==> config.mk <==
export PLATFORM = sky130hd
export DESIGN_NAME = pat_seq_detector
export DESIGN_NICKNAME = d
export VERILOG_FILES = /design/src/rtl/pat_seq_detector_pkg.sv /design/src/rtl/pat_seq_match_counter.sv /design/src/rtl/pat_seq_detector.sv
export SDC_FILE = /design/constraint.sdc
export NUM_CORES = 1
export LEC_CHECK = 0
export CORE_AREA = 2 2 39 41
export DETAILED_ROUTE_END_ITERATION = 16
export DIE_AREA = 0 0 41 43
export PLACE_DENSITY = 0.5
export SKIP_LAST_GASP = 1
export SLEW_MARGIN = 25
export SYNTH_ARGS = -nofsm -noshare
export SYNTH_HDL_FRONTEND = slang
export SYNTH_HIERARCHICAL = 1
export SYNTH_SLANG_ARGS = --single-unit
==> constraint.sdc <==
create_clock -name clk -period 1.33 [get_ports clk]
set_clock_uncertainty 0.2 [all_clocks]
set_input_delay 0.266 -clock clk [delete_from_list [all_inputs] [get_ports clk]]
set_output_delay 0.266 -clock clk [all_outputs]
set_load 0.005 [all_outputs]
==> src/rtl/pat_seq_detector_pkg.sv <==
// rtl/pat_seq_detector_pkg.sv - elaboration-time helpers for the serial pattern detector
package pat_seq_detector_pkg;

    localparam int MAX_PAT_LEN = 16;

    function automatic int state_w(input int len);
        return ($clog2(len) < 1) ? 1 : $clog2(len);
    endfunction

    // Pattern position i (0 = first received) lives at pattern[len-1-i].
    function automatic int border(input logic [MAX_PAT_LEN-1:0] pattern, input int len);
        int  best;
        logic ok;
        best = 0;
        for (int l = 1; l < len; l++) begin
            ok = 1'b1;
            for (int i = 0; i < l; i++) begin
                if (pattern[len-1-i] != pattern[l-1-i]) ok = 1'b0;
            end
            if (ok) best = l;
        end
        return best;
    endfunction

    // Longest proper pattern prefix that is a suffix of (matched k-bit prefix, b).
    function automatic int next_state(input logic [MAX_PAT_LEN-1:0] pattern, input int len,
                                      input int k, input logic b);
        int   best;
        int   j;
        logic ok;
        logic sb;
        best = 0;
        for (int l = 1; l <= k + 1; l++) begin
            if (l < len) begin
                ok = 1'b1;
                for (int i = 0; i < l; i++) begin
                    j  = k + 1 - l + i;
                    sb = (j < k) ? pattern[len-1-j] : b;
                    if (sb != pattern[len-1-i]) ok = 1'b0;
                end
                if (ok) best = l;
            end
        end
        return best;
    endfunction

endpackage

==> src/rtl/pat_seq_match_counter.sv <==
// rtl/pat_seq_match_counter.sv - generic saturating event counter
module pat_seq_match_counter #(
    parameter int W = 8
) (
    input  logic         clk,
    input  logic         rst,
    input  logic         inc,
    output logic [W-1:0] count
);

    logic [W-1:0] count_q;
    logic [W-1:0] count_d;

    always_comb begin
        count_d = count_q;
        if (inc && (count_q != '1)) count_d = count_q + 1'b1;
    end

    always_ff @(posedge clk or posedge rst) begin
        if (rst) count_q <= '0;
        else     count_q <= count_d;
    end

    assign count = count_q;

endmodule

==> src/rtl/pat_seq_detector.sv <==
// rtl/pat_seq_detector.sv - parametrised KMP serial pattern detector with Mealy match flag
// Match counter present only when PAT_SEQ_DETECTOR_COUNT_EN is defined.
module pat_seq_detector
    import pat_seq_detector_pkg::*;
#(
    parameter int               PAT_LEN = 5,
    parameter logic [PAT_LEN-1:0] PATTERN = 5'b10110,
    parameter bit               OVERLAP = 1'b1,
    parameter int               CNT_W   = 8
) (
    input  logic             clk,
    input  logic             rst,
    input  logic             data_in,
    input  logic             valid_in,
    output logic             data_out,
    output logic [CNT_W-1:0] match_cnt
);

    localparam int                     SW      = state_w(PAT_LEN);
    localparam logic [MAX_PAT_LEN-1:0] PAT_EXT = MAX_PAT_LEN'(PATTERN);
    localparam logic [SW-1:0]          K_LAST  = SW'(PAT_LEN - 1);
    localparam logic [SW-1:0]          K_BORD  = SW'(border(PAT_EXT, PAT_LEN));

    logic [SW-1:0] k_q;
    logic [SW-1:0] k_d;
    logic          match;
    logic [SW-1:0] adv_tbl [2**SW][2];

    // Unreachable encodings (PAT_LEN not a power of two) fall back to 0.
    for (genvar gk = 0; gk < 2**SW; gk++) begin : g_k
        for (genvar gb = 0; gb < 2; gb++) begin : g_b
            if (gk < PAT_LEN) begin : g_live
                assign adv_tbl[gk][gb] = SW'(next_state(PAT_EXT, PAT_LEN, gk, 1'(gb)));
            end else begin : g_dead
                assign adv_tbl[gk][gb] = '0;
            end
        end
    end

    always_comb begin
        k_d   = k_q;
        match = 1'b0;
        if (valid_in) begin
            match = (k_q == K_LAST) && (data_in == PATTERN[0]);
            if (match) k_d = OVERLAP ? K_BORD : '0;
            else       k_d = adv_tbl[k_q][data_in];
        end
    end

    always_ff @(posedge clk or posedge rst) begin
        if (rst) k_q <= '0;
        else     k_q <= k_d;
    end

    assign data_out = match;

`ifdef PAT_SEQ_DETECTOR_COUNT_EN
    pat_seq_match_counter #(.W(CNT_W)) u_match_counter (
        .clk   (clk),
        .rst   (rst),
        .inc   (data_out),
        .count (match_cnt)
    );
`else
    assign match_cnt = '0;
`endif

endmodule

==> run metrics, run 1 <==
max frequency 655.7 MHz; initial antenna violation count 0; final net count 46; Initial Util 16.37%; Mapped Area 226.5 sq um; final hold viol count 0; register area 75.07 sq um; grt total ovfl 0; max reg flops 3; drt pass-1 iters 2; CP startpoint data_in; fin area 322.8 sq um; root buf cell clkbuf_4; Post-Route WL 421 um; depth of the CTS H-tree 1; Crit path required time 860 ps; P&R area growth vs syn 42.54%; crit path time final 1525 ps; via count 199; WP data arrival 1060 ps; post-route ant nets 0; cell depth of the worst flop-to-flop path 4; CP max-delay cell clkdlybuf4s50_1; register area share after synthesis 33.15%; Multi-input gate area 111.4 sq um; Final Cycle Share 114.7%; WS Path Type in -> out; cell count after synthesis 28; Worst Slack Setup Final -195.2 ps; Inst Count DP 53; RR Startpoint k_q[2]; Die ar. 0.001763 sq mm; FF-to-FF setup slack 150 ps; RePlAce Congestion 0.7564; DRC Markers 0; Max clock buf depth 2; overall power 0.3382 mW; I/O Pins 13; YS warnings 6; Worst Setup EP data_out; commonest cells after routing, fill and taps aside 8 x conb_1, 6 x buf_4; status complete, but fails checks; Total GRT Usage 6.332%; largest net degree at the start of global routing 6; largest registers k_q x3; Placement Rows 14; post-DP HPWL 320.1 um; Slew Limit Fails 0; #FFs+latches synth 3; PwrDens 1048 mW/mm^2; DP Area 297.8 sq um; Top reg by flops k_q; most common cell after layout, fill and taps aside conb_1; Core Area 0.001384 sq mm; Setup WS pre-CTS -640.4 ps; post-DR wirelength/cell 7.386 um; WHS 3.904 ps; CTS Buf Count 3; post-route insts no fill 57; IO Port Bufs 4; die height 43 um; vias per inst 3.491; Setup crit end kind output port; Antenna diodes 0; Worst-path clk slew 40 ps; first-pass GRT wire length 690 um; clock tree from TritonCTS yes; crit start category primary input; number of global-route vias before repair 187; Crit path largest cell delay 410 ps; RSZ-0062 raised after global routing true; Lkg Pwr 0.1618 nW; initial drt markers 1; worst skew pair latency 230 ps; FILL cells 165; syn avg cell area 8.088 sq um; CP max FO 2; reg2reg end k_q[1]; Worst Hold Class in -> async; Peak VDD IR 342.3 uV; synth unique cells 13; cells along the critical path clkdlybuf4s50_1, nand2b_1, nor2b_1, buf_2; failing checks setup timing; Post CTS Setup Buffer Count 0; max cap viols 0; final setup fails 1; Die Wd 41 um; ratio of cells with drive above 1 in the final layout 26.83%; TritonCTS Sinks 3
what timing repair did:
item / 4_1_cts / 5_1_grt
gates cloned: 0 / 0
gates resized for setup: 6 / 0
endpoints found under the setup margin: 1 / 1
pin swaps: 1 / 0
hold buffers: 0 / 0
power breakdown:
group	switching (mW)	total [mW]	internal [mW]	leakage, nW
Sequential	0.00626	0.108	0.102	0.0392
Clock	0.0463	0.159	0.112	0.0150
Combinational	0.0341	0.0716	0.0375	0.108
worst max-delay path: cells and delay by family:
kind | cells | cell delay (ps)
simple gates | 2 | 260
buf+inv | 2 | 520
cell type report:
class | count | area share (%)
multi-input cells | 21 | 34.50
repair buffers | 10 | 24.42
flip-flops and latches | 3 | 23.26
clock buffers | 4 | 8.140
well taps | 16 | 6.202
inverters | 3 | 3.488
cell families (layout without fill, tap and decap cells):
family                 after synthesis  count (layout)  share of synthesized area (%)
buffers and inverters               11              17                          31.49
other                                1               8                          1.656
flip-flops                           3               3                          33.15
AO/OA/AOI/OAI                        7               7                          18.23
AND/OR/NAND/NOR                      6               6                          15.47
layer usage:
metal / routed length, um / track usage (%) / up-vias / part of all wire, %
met5: 0 / 0 / - / 0
met4: 14 / 8.000 / 0 / 3.3
met3: 30 / 1.571 / 2 / 7.1
met2: 205 / 9.375 / 9 / 49
met1: 171 / 5.806 / 86 / 41
li1: - / - / 102 / -
worst min path at each step:
| stage | end | slack, ps |
|---|---|---|
| 6_report | k_q[0] | 4 |
| 5_1_grt | k_q[0] | 30 |
| 4_1_cts | k_q[1] | 5 |
| 3_5_place_dp | k_q[1] | 250 |
| 3_3_place_gp | k_q[1] | 240 |
| 2_1_floorplan | k_q[0] | -180 |
Yosys cell counts:
cell type	n	area share (%)
nand2_1	1	1.7
nand3_1	1	2.2
nor3b_1	1	3.3
conb_1	1	1.7
dfrtp_1	3	33
o21ai_1	1	2.2
nand2b_1	2	5.5
a21oi_1	3	6.6
buf_4	8	27
o22ai_1	2	5.5
o2bb2ai_1	1	3.9
nor2b_1	1	2.8
inv_1	3	5.0
metrics by stage:
step	util [%]	TNS [ps]
2_1_floorplan	-	0
3_3_place_gp	21.52	-840.0
3_5_place_dp	21.52	-874.4
4_1_cts	23.33	-219.1
5_1_grt	23.33	-287.7
6_report	23.33	-195.2
Power figures use the tool's default switching activity.
==> run 2, diff against run 1 <==
PLACE_DENSITY = 0.52   (was 0.5)
clock period = 1.4 ns   (was 1.33 ns; I/O delays follow)
==> run metrics, run 2 (synthesized netlist as in run 1, its figures left out) <==
CP max-delay cell dfrtp_1; Core Area 0.001384 sq mm; cells along the critical path nor3b_2, nor2b_1, buf_2; max frequency 653.7 MHz; Crit path required time 920 ps; post-layout util 24.95%; Top reg by flops k_q; Initial Util 16.37%; final net count 48; IO Port Bufs 4; post-DR wirelength/cell 6.966 um; Inst Count DP 53; fin area 345.3 sq um; max reg flops 3; Worst Hold Class in -> async; Final Cycle Share 109.3%; post-route ant nets 0; vias per inst 3.593; initial antenna violation count 0; I/O Pins 13; crit start category register; CP top delay family flip-flops; ratio of cells with drive above 1 in the final layout 32.56%; WP data arrival 1050 ps; final hold viol count 0; FILL cells 155; Antenna diodes 0; commonest cells after routing, fill and taps aside 8 x conb_1, 8 x buf_4; Worst-path clk slew 40 ps; PwrDens 957.1 mW/mm^2; CP max FO 2; largest net degree at the start of global routing 6; die height 43 um; largest registers k_q x3; Peak VDD IR 259.1 uV; Setup crit end kind output port; Max clock buf depth 2; drt pass-1 iters 1; CTS Buf Count 3; Total GRT Usage 6.935%; Die Wd 41 um; RePlAce Congestion 0.6374; Worst Slack Setup Final -129.8 ps; Slew Limit Fails 0; cell depth of the worst flop-to-flop path 5; post-DP HPWL 305.2 um; overall power 0.3305 mW; clock tree from TritonCTS yes; Crit path largest cell delay 380 ps; P&R area growth vs syn 52.49%; failing checks setup timing; Placement Rows 14; WP buf/inv 1; RSZ-0062 raised after global routing true; post-route insts no fill 59; DRC Markers 0; initial drt markers 0; DP Area 297.8 sq um; Post-Route WL 411 um; first-pass GRT wire length 717 um; Lkg Pwr 0.1782 nW; via count 212; FF-to-FF setup slack 120 ps; RR Startpoint k_q[2]; max cap viols 0; crit path time final 1530 ps; WS Path Type reg -> out; final setup fails 1; worst skew pair latency 230 ps; depth of the CTS H-tree 1; status complete, but fails checks; number of global-route vias before repair 203; reg2reg end k_q[1]; TritonCTS Sinks 3; Die ar. 0.001763 sq mm; root buf cell clkbuf_4; grt total ovfl 0
-- run 2: cell count changes in the layout (fill, tap and decap cells not counted), sizes merged --
cell and change:
buf +2
-- run 2: power breakdown --
group | internal [mW] | leakage [nW] | switching [mW]
sequential | 0.0966 | 0.0392 | 0.00589
clock | 0.107 | 0.0150 | 0.0435
combinational | 0.0435 | 0.124 | 0.0343
total | 0.247 | 0.178 | 0.0838
-- run 2: worst max-delay path by stage --
| stage | startpoint | end | slack, ps | cells after the start |
|---|---|---|---|---|
| finish | k_q[1] | data_out | -130 | 3 |
| global route | k_q[1] | data_out | -240 | 3 |
| CTS | k_q[0] | data_out | -140 | 3 |
| detailed placement | data_in | data_out | -540 | 4 |
| global placement | data_in | data_out | -540 | 4 |
| floorplan | k_q[0] | data_out | 130 | 2 |
-- run 2: worst register-to-register path: cells and delay by family, from the launching register on --
| kind | cells | cell delay (ps) |
|---|---|---|
| buffers and inverters | 2 | 240 |
| DFF | 1 | 360 |
| AOI/OAI and AO/OA | 2 | 200 |
| and+or+nand+nor | 1 | 160 |
-- run 2: final cells by class --
| type | instances | area [sq um] | area share [%] |
|---|---|---|---|
| inverter | 3 | 11.26 | 3.261 |
| sequential | 3 | 75.07 | 21.74 |
| tap | 16 | 20.02 | 5.797 |
| timing repair buffer | 12 | 93.84 | 27.17 |
| multi-input combinational | 21 | 118.9 | 34.42 |
| clock buffer | 4 | 26.28 | 7.609 |
-- run 2: repair_timing --
| action | CTS | global route |
|---|---|---|
| buffers inserted | 1 | 1 |
| endpoints found under the setup margin | 1 | 1 |
| hold buffers | 0 | 0 |
| resized for setup | 7 | 0 |
| pin swaps | 1 | 1 |
-- run 2: layer usage --
layer	part of all wire (%)	up-vias	GRT usage (%)
li1	-	108	-
met1	35	93	5.806
met5	0	-	0
met3	6.6	2	1.571
met4	4.6	0	12.00
met2	54	9	9.375
-- run 2: metrics by stage --
stage                     hold WS, ps  setup WS, ps  TNS [ps]
after global placement          254.1        -544.8    -596.9
after global routing            28.52        -235.1    -235.1
after CTS                       14.14        -143.8    -143.8
after floorplan                -166.4         134.9         0
after detailed placement        253.6        -544.0    -609.5
final                           16.57        -129.8    -129.8
